<file path="src/rtl/serial_add_pkg.sv">
// serial_add_pkg: shared state encoding and default width for the serial adder
package serial_add_pkg;
    localparam logic [1:0] S_IDLE = 2'd0;
    localparam logic [1:0] S_RUN  = 2'd1;
    localparam logic [1:0] S_DONE = 2'd2;
    localparam int SERIAL_ADD_WIDTH = 8;
endpackage

</file>
<file path="src/rtl/serial_add_ctrl_if.sv">
// serial_add_ctrl_if: job request and result bundle between requester and serial adder
interface serial_add_ctrl_if import serial_add_pkg::*; #(parameter int WIDTH = SERIAL_ADD_WIDTH);
    logic             start;
    logic [WIDTH-1:0] a;
    logic [WIDTH-1:0] b;
    logic             cin;
    logic             busy;
    logic             done;
    logic [WIDTH-1:0] sum;
    logic             cout;
    logic             ovf;
    modport master (output start, a, b, cin, input busy, done, sum, cout, ovf);
    modport slave  (input start, a, b, cin, output busy, done, sum, cout, ovf);
endinterface

</file>
<file path="src/rtl/fullAdder.sv">
// fullAdder: single-bit full adder slice
module fullAdder (
    input  logic A,
    input  logic B,
    input  logic Cin,
    output logic Sum,
    output logic Cout
);
    assign Sum  = A ^ B ^ Cin;
    assign Cout = (A & B) | (Cin & (A ^ B));
endmodule

</file>
<file path="src/rtl/serial_add_ctrl.sv">
// serial_add_ctrl: bit-serial adder, one shared fullAdder slice, LSB first, one bit per clock
module serial_add_ctrl import serial_add_pkg::*; #(
    parameter int WIDTH = SERIAL_ADD_WIDTH
) (
    input logic clk,
    input logic rst_n,
    serial_add_ctrl_if.slave bus
);
    localparam int CNT_W = $clog2(WIDTH);
    logic [1:0]       state;
    logic [WIDTH-1:0] a_sh;
    logic [WIDTH-1:0] b_sh;
    logic             carry;
    logic [CNT_W-1:0] cnt;
    logic             s;
    logic             c;
    logic             last;
    fullAdder fa (.A(a_sh[0]), .B(b_sh[0]), .Cin(carry), .Sum(s), .Cout(c));
    assign last = cnt == CNT_W'(WIDTH - 1);
    // sequencing: load on accepted start, shift one bit per RUN edge, pulse done after the MSB
    always_ff @(posedge clk or negedge rst_n) begin
        if (!rst_n) begin
            state    <= S_IDLE;
            a_sh     <= '0;
            b_sh     <= '0;
            carry    <= 1'b0;
            cnt      <= '0;
            bus.sum  <= '0;
            bus.busy <= 1'b0;
            bus.done <= 1'b0;
            bus.cout <= 1'b0;
            bus.ovf  <= 1'b0;
        end else begin
            case (state)
                S_IDLE, S_DONE: begin
                    bus.done <= 1'b0;
                    if (bus.start) begin
                        a_sh     <= bus.a;
                        b_sh     <= bus.b;
                        carry    <= bus.cin;
                        cnt      <= '0;
                        bus.sum  <= '0;
                        bus.busy <= 1'b1;
                        state    <= S_RUN;
                    end else begin
                        state <= S_IDLE;
                    end
                end
                S_RUN: begin
                    bus.sum <= {s, bus.sum[WIDTH-1:1]};
                    a_sh    <= a_sh >> 1;
                    b_sh    <= b_sh >> 1;
                    carry   <= c;
                    cnt     <= last ? '0 : cnt + 1'b1;
                    if (last) begin
                        bus.cout <= c;
                        bus.ovf  <= carry ^ c;
                        bus.busy <= 1'b0;
                        bus.done <= 1'b1;
                        state    <= S_DONE;
                    end
                end
                default: begin
                    bus.busy <= 1'b0;
                    bus.done <= 1'b0;
                    state    <= S_IDLE;
                end
            endcase
        end
    end
endmodule

</file>
<file path="src/flat_wrapper.sv">
// flat-port wrapper written by rule: the top's interface ports become plain ports
module serial_add_ctrl_flat import serial_add_pkg::*;
#(
    parameter int WIDTH = SERIAL_ADD_WIDTH
)
  (clk, rst_n, bus_start, bus_a, bus_b, bus_cin, bus_busy, bus_done, bus_sum, bus_cout, bus_ovf);
  serial_add_ctrl_if #(.WIDTH(WIDTH)) bus_i ();
  input logic clk;
  input logic rst_n;
  input wire logic [$bits(bus_i.start)-1:0] bus_start;
  input wire logic [$bits(bus_i.a)-1:0] bus_a;
  input wire logic [$bits(bus_i.b)-1:0] bus_b;
  input wire logic [$bits(bus_i.cin)-1:0] bus_cin;
  output wire logic [$bits(bus_i.busy)-1:0] bus_busy;
  output wire logic [$bits(bus_i.done)-1:0] bus_done;
  output wire logic [$bits(bus_i.sum)-1:0] bus_sum;
  output wire logic [$bits(bus_i.cout)-1:0] bus_cout;
  output wire logic [$bits(bus_i.ovf)-1:0] bus_ovf;
  assign bus_i.start = bus_start;
  assign bus_i.a = bus_a;
  assign bus_i.b = bus_b;
  assign bus_i.cin = bus_cin;
  assign bus_busy = bus_i.busy;
  assign bus_done = bus_i.done;
  assign bus_sum = bus_i.sum;
  assign bus_cout = bus_i.cout;
  assign bus_ovf = bus_i.ovf;
  serial_add_ctrl #(.WIDTH(WIDTH)) u_core (.clk(clk), .rst_n(rst_n), .bus(bus_i));
endmodule
</file>
<file path="config.mk">
export PLATFORM = sky130hd
export DESIGN_NAME = serial_add_ctrl_flat
export DESIGN_NICKNAME = d
export VERILOG_FILES = /design/src/rtl/serial_add_pkg.sv /design/src/rtl/serial_add_ctrl_if.sv /design/src/rtl/fullAdder.sv /design/src/rtl/serial_add_ctrl.sv /design/src/flat_wrapper.sv
export SDC_FILE = /design/constraint.sdc
export NUM_CORES = 1
export LEC_CHECK = 0
export BUFFER_PORTS_ARGS = -buffer_cell sky130_fd_sc_hd__buf_2
export CORE_MARGIN = 3
export CORE_UTILIZATION = 55
export DETAILED_ROUTE_END_ITERATION = 6
export MAX_ROUTING_LAYER = met4
export PLACE_DENSITY = 0.85
export SLEW_MARGIN = 20
export SYNTH_ARGS = -nofsm -noshare
export SYNTH_HDL_FRONTEND = slang
export SYNTH_HIERARCHICAL = 1
export SYNTH_SLANG_ARGS = --single-unit
</file>
<file path="constraint.sdc">
create_clock -name clk -period 2.2 [get_ports clk]
set_input_delay 0.11 -clock clk [delete_from_list [all_inputs] [get_ports clk]]
set_output_delay 0.11 -clock clk [all_outputs]
set_load 0.02 [all_outputs]
</file>
==> results of run 1 <==
[power breakdown]
part | internal [W] | total [W] | switching (W)
Sequential | 0.000874 | 0.00113 | 0.000252
Clock | 0.000120 | 0.000318 | 0.000197
Combinational | 0.000503 | 0.000994 | 0.000490
Total | 0.00150 | 0.00244 | 0.000940
[kinds of logic (layout without fill, tap and decap cells)]
family          Yosys count  in the layout
mux                      66             66
flops                    34             34
fa+ha+maj                 3              3
buf+inv                  11             42
compound gates            5              5
simple gates             23             23
xor+xnor                  1              1
[routing by layer]
metal	global-route usage, %	vias up	wire, um	share of wire, %
met1	20.0	588	1390	43
met4	6.47	0	44	1.4
met2	29.2	29	1620	50
li1	-	575	-	-
met5	-	-	0	0
met3	6.33	5	181	5.6
[sequential cells by signal, summed over array words and instances, names as in the netlist]
name / cells
u_core/a_sh: 8
u_core/b_sh: 8
u_core/bus.sum: 8
u_core/cnt: 3
u_core/state: 2
u_core/bus.busy: 1
u_core/bus.cout: 1
u_core/bus.done: 1
u_core/bus.ovf: 1
u_core/carry: 1
[repair_timing]
| item | 4_1_cts | 5_1_grt |
|---|---|---|
| endpoints found under the setup margin | 0 | 0 |
| hold buffers | 1 | 0 |
| endpoints found under the hold margin | 34 | 0 |
[worst max-delay path: cells and delay by family, from the launching register on]
family                 cells  cell delay (ns)
flip-flops                 1             0.72
multiplexers               2             0.35
buffers and inverters      1             0.39
[per-stage QoR]
| stage | instances | hold slack (ns) |
|---|---|---|
| 3_5_place_dp | 210 | 0.220 |
| 6_report | 218 | 0.0568 |
| 5_1_grt | 218 | 0.0628 |
| 3_3_place_gp | 210 | 0.209 |
| 2_1_floorplan | 143 | -0.186 |
| 4_1_cts | 218 | 0.0477 |
[worst max path at each step]
stage / startpoint / to / slack [ns] / cells past startpoint
after floorplan: u_core/cnt[0] / u_core/cnt[0] / 0.78 / 4
after global placement: u_core/state[1] / u_core/a_sh[5] / 0.69 / 3
after detailed placement: u_core/state[1] / u_core/a_sh[6] / 0.61 / 3
after CTS: u_core/state[1] / u_core/a_sh[6] / 0.60 / 3
after global routing: u_core/state[1] / u_core/a_sh[2] / 0.47 / 3
final: u_core/state[1] / u_core/a_sh[6] / 0.62 / 3
[final cells by class]
type / count / area (um2) / share of cell area (%)
Tap cell: 44 / 55.1 / 2.70
Clock buffer: 7 / 45.0 / 2.21
Timing Repair Buffer: 35 / 188 / 9.20
Sequential cell: 34 / 851 / 41.7
Multi-Input combinational cell: 98 / 901 / 44.2
[Yosys cell counts (all sizes together)]
library cell,instances,share of area (%)
or4b,1,0.54
o2bb2ai,1,0.47
xor2,1,0.47
buf,11,5.0
nor3b,1,0.41
and3b,1,0.47
nor2,4,0.81
o21ai,2,0.54
fa,1,1.1
ha,2,1.4
nand3,6,1.6
nand2b,7,2.4
mux2,5,3.1
or3b,2,0.95
a22o,2,0.95
dfrtp,34,46
nand4bb,1,0.61
mux2i,61,33
==> run metrics, run 1 <==
Syn Std Cell Area 1840 um2; most used cell, CP mux2i_1; commonest non-fill, non-tap cell in the layout mux2i_1; antenna-violating nets left 0; Placed Area 1980 um2; Crit Path Max Fanout 18; WHS Path Cells 3; max-slew violations 0; total gr overflow 0; Die W 63.9 um; die height 63.9 um; Period minus WS final 1.58 ns; GP Congestion 0.694; post-detailed-route DRC marker count 0; DP Worst Slack 0.608 ns; Iter 0 DRT Violations 71; largest family of logic cells by synthesized area multiplexers; MaxCap Viol Count 0; antenna cells 0; H-Tree Level Count 2; Syn Area/Cell 12.9 um2; Worst Max-Slew Pin Slew 0.736 ns; Skew-Pair Late Insertion Delay 0.34 ns; Netlist cell types 21; worst hold endpoint u_core/carry; CP startpoint kind flop; max incr delay on CP 0.72 ns; Setup CP Type reg2reg; Worst Hold Class in2reg; Total GRT Usage 17.8%; wire per inst 14.8 um; arrival time worst endpoint 1.80 ns; status complete, no violations; CTS tree done; register area share after synthesis 46.1%; hold path start bus_cin; vias in the first global route 1199; Max Clk Rate 0.635 GHz; port bufs 31; Seq cells post-synth 34; Yosys warnings 6; Max transition margin 50.9%; final setup TNS 0 ns; final period utilization 71.6%; worst vdd ir 0.000544 V; XOR/XNOR share of the synthesized area 0.475%; post-synthesis compound-gate area fraction 1.97%; Worst EP required 2.42 ns; Synth Area in Simple Gates 7.80%; final hold viol count 0; PwrDens 1200 nW/um2; routed wire length 3.23 mm; clock skew 0.00497 ns; post-CTS sizing 0; antenna violations before repair 0; Adder-Cell Fraction of Synth Area 2.44%; die area 4080 um2; core area 3130 um2; clock-pin transition on the worst setup and hold timing paths 0.10 ns; Crit. End Element flop; layout cell share with drive strength beyond 1 26.4%; Post-CTS Setup Repair Bufs 0; most frequent cells in the layout 61 x mux2i_1, 34 x dfrtp_1, 31 x buf_2, 7 x nand2b_1, 6 x nand3_1; Clock Path Buffers 2; leakage 1.05 nW; fin worst setup slack 0.624 ns; RSZ-0062 raised after global routing false; P&R area growth vs syn 10.6%; Final Util 65.2%; syn nets 166; Ports 32; final setup vio count 0; crit path max-delay cell type dfrtp_1; via/cell ratio 5.49; Starting Density 59.0%; Critical R2R Launch u_core/state[1]; # clock sinks 34; Layout Nets 197; Final Instance Area 2040 um2; FF-to-FF path depth 3; crit path cell chain buf_4, mux2i_1, mux2i_1; drt pass-1 iters 4; Vias 1197; Root Buffer clkbuf_4; largest net degree at the start of global routing 35; Num CTS Buffers 5; Fillers 251; dpl hpwl 2.29 mm; Post-Synthesis Cells 143; Tot Pwr 0.00244 W; row cnt 20; multiplexer share of the synthesized area 36.2%; global-route wire length before repair 5.40 mm; Reg-to-Reg End u_core/a_sh[6]; r2r setup slk 0.62 ns
Note: power is estimated with default switching activity, not from simulation.
==> run 2: changes to the inputs <==
--- a/config.mk
+++ b/config.mk
@@ -7,10 +7,10 @@
 export LEC_CHECK = 0
 export BUFFER_PORTS_ARGS = -buffer_cell sky130_fd_sc_hd__buf_2
 export CORE_MARGIN = 3
-export CORE_UTILIZATION = 55
+export CORE_UTILIZATION = 50
 export DETAILED_ROUTE_END_ITERATION = 6
 export MAX_ROUTING_LAYER = met4
-export PLACE_DENSITY = 0.85
+export PLACE_DENSITY = 0.81
 export SLEW_MARGIN = 20
 export SYNTH_ARGS = -nofsm -noshare
 export SYNTH_HDL_FRONTEND = slang
==> constraint.sdc (replaced) <==
create_clock -name clk -period 1.34 [get_ports clk]
set_input_delay 0.067 -clock clk [delete_from_list [all_inputs] [get_ports clk]]
set_output_delay 0.067 -clock clk [all_outputs]
set_load 0.02 [all_outputs]
==> run 2 against run 1 <==
Compared with the run above:
- the flow now finishes with violations (setup timing)
- final cell count grew 6.9%
- combinational power grew 97%
- count of clock-buffer cells in the layout shrank 1
- clock power grew to 3.6 times the previous value
- critical path type unchanged
- largest cell class unchanged
==> run metrics, run 2 (synthesized netlist as in run 1, its figures left out) <==
worst vdd ir 0.000924 V (+70%); crit path max-delay cell type dfrtp_1; die height 66.7 um (+4.4%); status finished, violations left; final hold viol count 0 (unchanged); antenna violations before repair 0 (unchanged); clock power share 23.5% (+10 points); via/cell ratio 5.32 (-3.1%); PwrDens 2160 nW/um2 (+80%); final setup vio count 3 (+3); internal power 0.00325 W (+120%); Ports 32 (unchanged); arrival time worst endpoint 1.54 ns (-0.26 ns); crit path cell chain ha_2, ha_4, and3b_2, mux2_2; Period minus WS final 1.37 ns (-0.201 ns); die area 4450 um2 (+9.1%); P&R area growth vs syn 23.3%; Worst Max-Slew Pin Slew 0.686 ns (-0.0506 ns); RSZ-0062 raised after global routing true; vias in the first global route 1272 (+6.1%); commonest non-fill, non-tap cell in the layout mux2i_1; multi-input logic area 931 um2 (+3.3%); leakage 1.16 nW (+11%); MaxCap Viol Count 0 (unchanged); wire per inst 15.0 um (+1.2%); Worst Hold Class in2reg; fin worst setup slack -0.0345 ns (-0.659 ns); CTS tree done; H-Tree Level Count 2 (unchanged); routed wire length 3.49 mm (+8.1%); Fillers 260 (+3.6%); Iter 0 DRT Violations 35 (-51%); layout cell share with drive strength beyond 1 35.8% (+9.4 points); Final Util 66.0% (+0.85 points); # clock sinks 34 (unchanged); Root Buffer clkbuf_8; Worst EP required 1.51 ns (-0.91 ns); clock skew 0.00508 ns (+0.000109 ns); max incr delay on CP 0.39 ns (-0.33 ns); Combinational Power Share 39.9% (-0.9 points); Crit Path Max Fanout 3 (-15); violated checks setup timing; Max transition margin 54.3% (+3.4 points); core area 3440 um2 (+10%); port bufs 31 (unchanged); Starting Density 53.6% (-5.4 points); clock-pin transition on the worst setup and hold timing paths 0.07 ns (-0.03 ns); Setup CP Type reg2reg; post-detailed-route DRC marker count 0 (unchanged); most frequent cells in the layout 61 x mux2i_1, 33 x dfrtp_1, 31 x buf_2, 14 x buf_4, 7 x nand2b_1; max-slew violations 0 (unchanged); Die W 66.7 um (+4.4%); antenna-violating nets left 0 (unchanged); Psw 0.00165 W (+76%); CP startpoint kind flop; final period utilization 103% (+31 points); Skew-Pair Late Insertion Delay 0.28 ns (-0.06 ns); Num CTS Buffers 5 (unchanged); Crit. End Element flop; Tot Pwr 0.00490 W (+100%); global-route wire length before repair 5.86 mm (+8.6%); antenna cells 0 (unchanged); Clock Path Buffers 2 (unchanged); Register Area 852 um2 (+0.15%); row cnt 21 (+5.0%); dpl hpwl 2.45 mm (+7.1%); Max Clk Rate 0.728 GHz (+15%); GP Congestion 0.752 (+8.3%); largest net degree at the start of global routing 30 (-14%); biggest regs u_core/a_sh x8, u_core/b_sh x8, u_core/bus.sum x8; total gr overflow 0 (unchanged); Vias 1240 (+3.6%); sw frac 33.7% (-4.9 points); drt pass-1 iters 4 (unchanged); Reg power frac 36.6% (-9.6 points); Layout Nets 209 (+6.1%); Total GRT Usage 17.9% (+0.12 points)
-- run 2: changes by cell type in the layout (fill, tap and decap cells not counted), moves of 2 or more --
| cell | change |
|---|---|
| clkbuf_1 | -2 |
| clkbuf_4 | -5 |
| buf_4 | +11 |
| ha_1 | -2 |
| clkbuf_8 | +6 |
| bufinv_16 | +2 |
-- run 2: repair_timing --
| item | CTS | global route |
|---|---|---|
| resized for setup | 2 | 3 |
| pin swaps | 4 | 4 |
| setup buffers | 3 | 1 |
| hold endpoints to repair | 15 | 0 |
| endpoints found under the setup margin | 3 | 6 |
| hold buffers | 1 | 0 |
-- run 2: per-stage QoR --
stage / instance area [um2] / TNS, ns / hold WS, ns / instances / worst slack [ns]
after floorplan: 1860 / 0 / -0.229 / 143 / 0.000962
after global placement: 2080 / -0.00319 / 0.000909 / 221 / -0.00319
after detailed placement: 2080 / -0.0926 / 0.00940 / 221 / -0.0476
after CTS: 2260 / -0.0653 / 0.0645 / 233 / -0.0310
after global routing: 2270 / -0.181 / 0.0745 / 233 / -0.0609
final: 2270 / -0.0658 / 0.0663 / 233 / -0.0345
-- run 2: layout make-up --
cell class	count	share of cell area (%)
Multi-Input combinational cell	98	40.9
Sequential cell	34	37.5
Timing Repair Buffer	47	12.8
Clock buffer	6	3.63
Clock inverter	2	2.64
Tap cell	46	2.53
-- run 2: final timing paths --
kind	start	to	slack [ns]	cells past startpoint
setup / recovery	u_core/cnt[0]	u_core/bus.ovf	-0.03	4
setup reg to reg	u_core/cnt[0]	u_core/bus.ovf	-0.03	4
hold / removal	bus_b[4]	u_core/b_sh[4]	0.07	3
hold reg to reg	u_core/bus.cout	u_core/bus.cout	0.52	1
max in group asynchronous	rst_n	u_core/state[0]	0.65	3
min in group asynchronous	rst_n	u_core/bus.sum[3]	0.24	2
-- run 2: routing by layer --
layer	up-vias	GRT usage, %	share of wire [%]
li1	599	-	-
met1	609	21.1	45
met2	28	30.9	50
met3	4	4.72	4.6
met4	0	3.81	0.94
met5	-	-	0
-- run 2: power by group through the flow --
stage               sequential [W]  combinational (W)  clock (W)
finish                     0.00179            0.00196    0.00115
CTS                        0.00180            0.00194    0.00118
floorplan                  0.00192            0.00122          0
detailed placement         0.00182            0.00188          0
global route               0.00185            0.00214    0.00124
global placement           0.00178            0.00177          0
-- run 2: worst max-delay path, delay by kind of cell, from the launching register on --
| kind | cells | cell delay, ns |
|---|---|---|
| DFF | 1 | 0.39 |
| muxes | 1 | 0.28 |
| and+or+nand+nor | 1 | 0.23 |
| adders and majority gates | 2 | 0.36 |
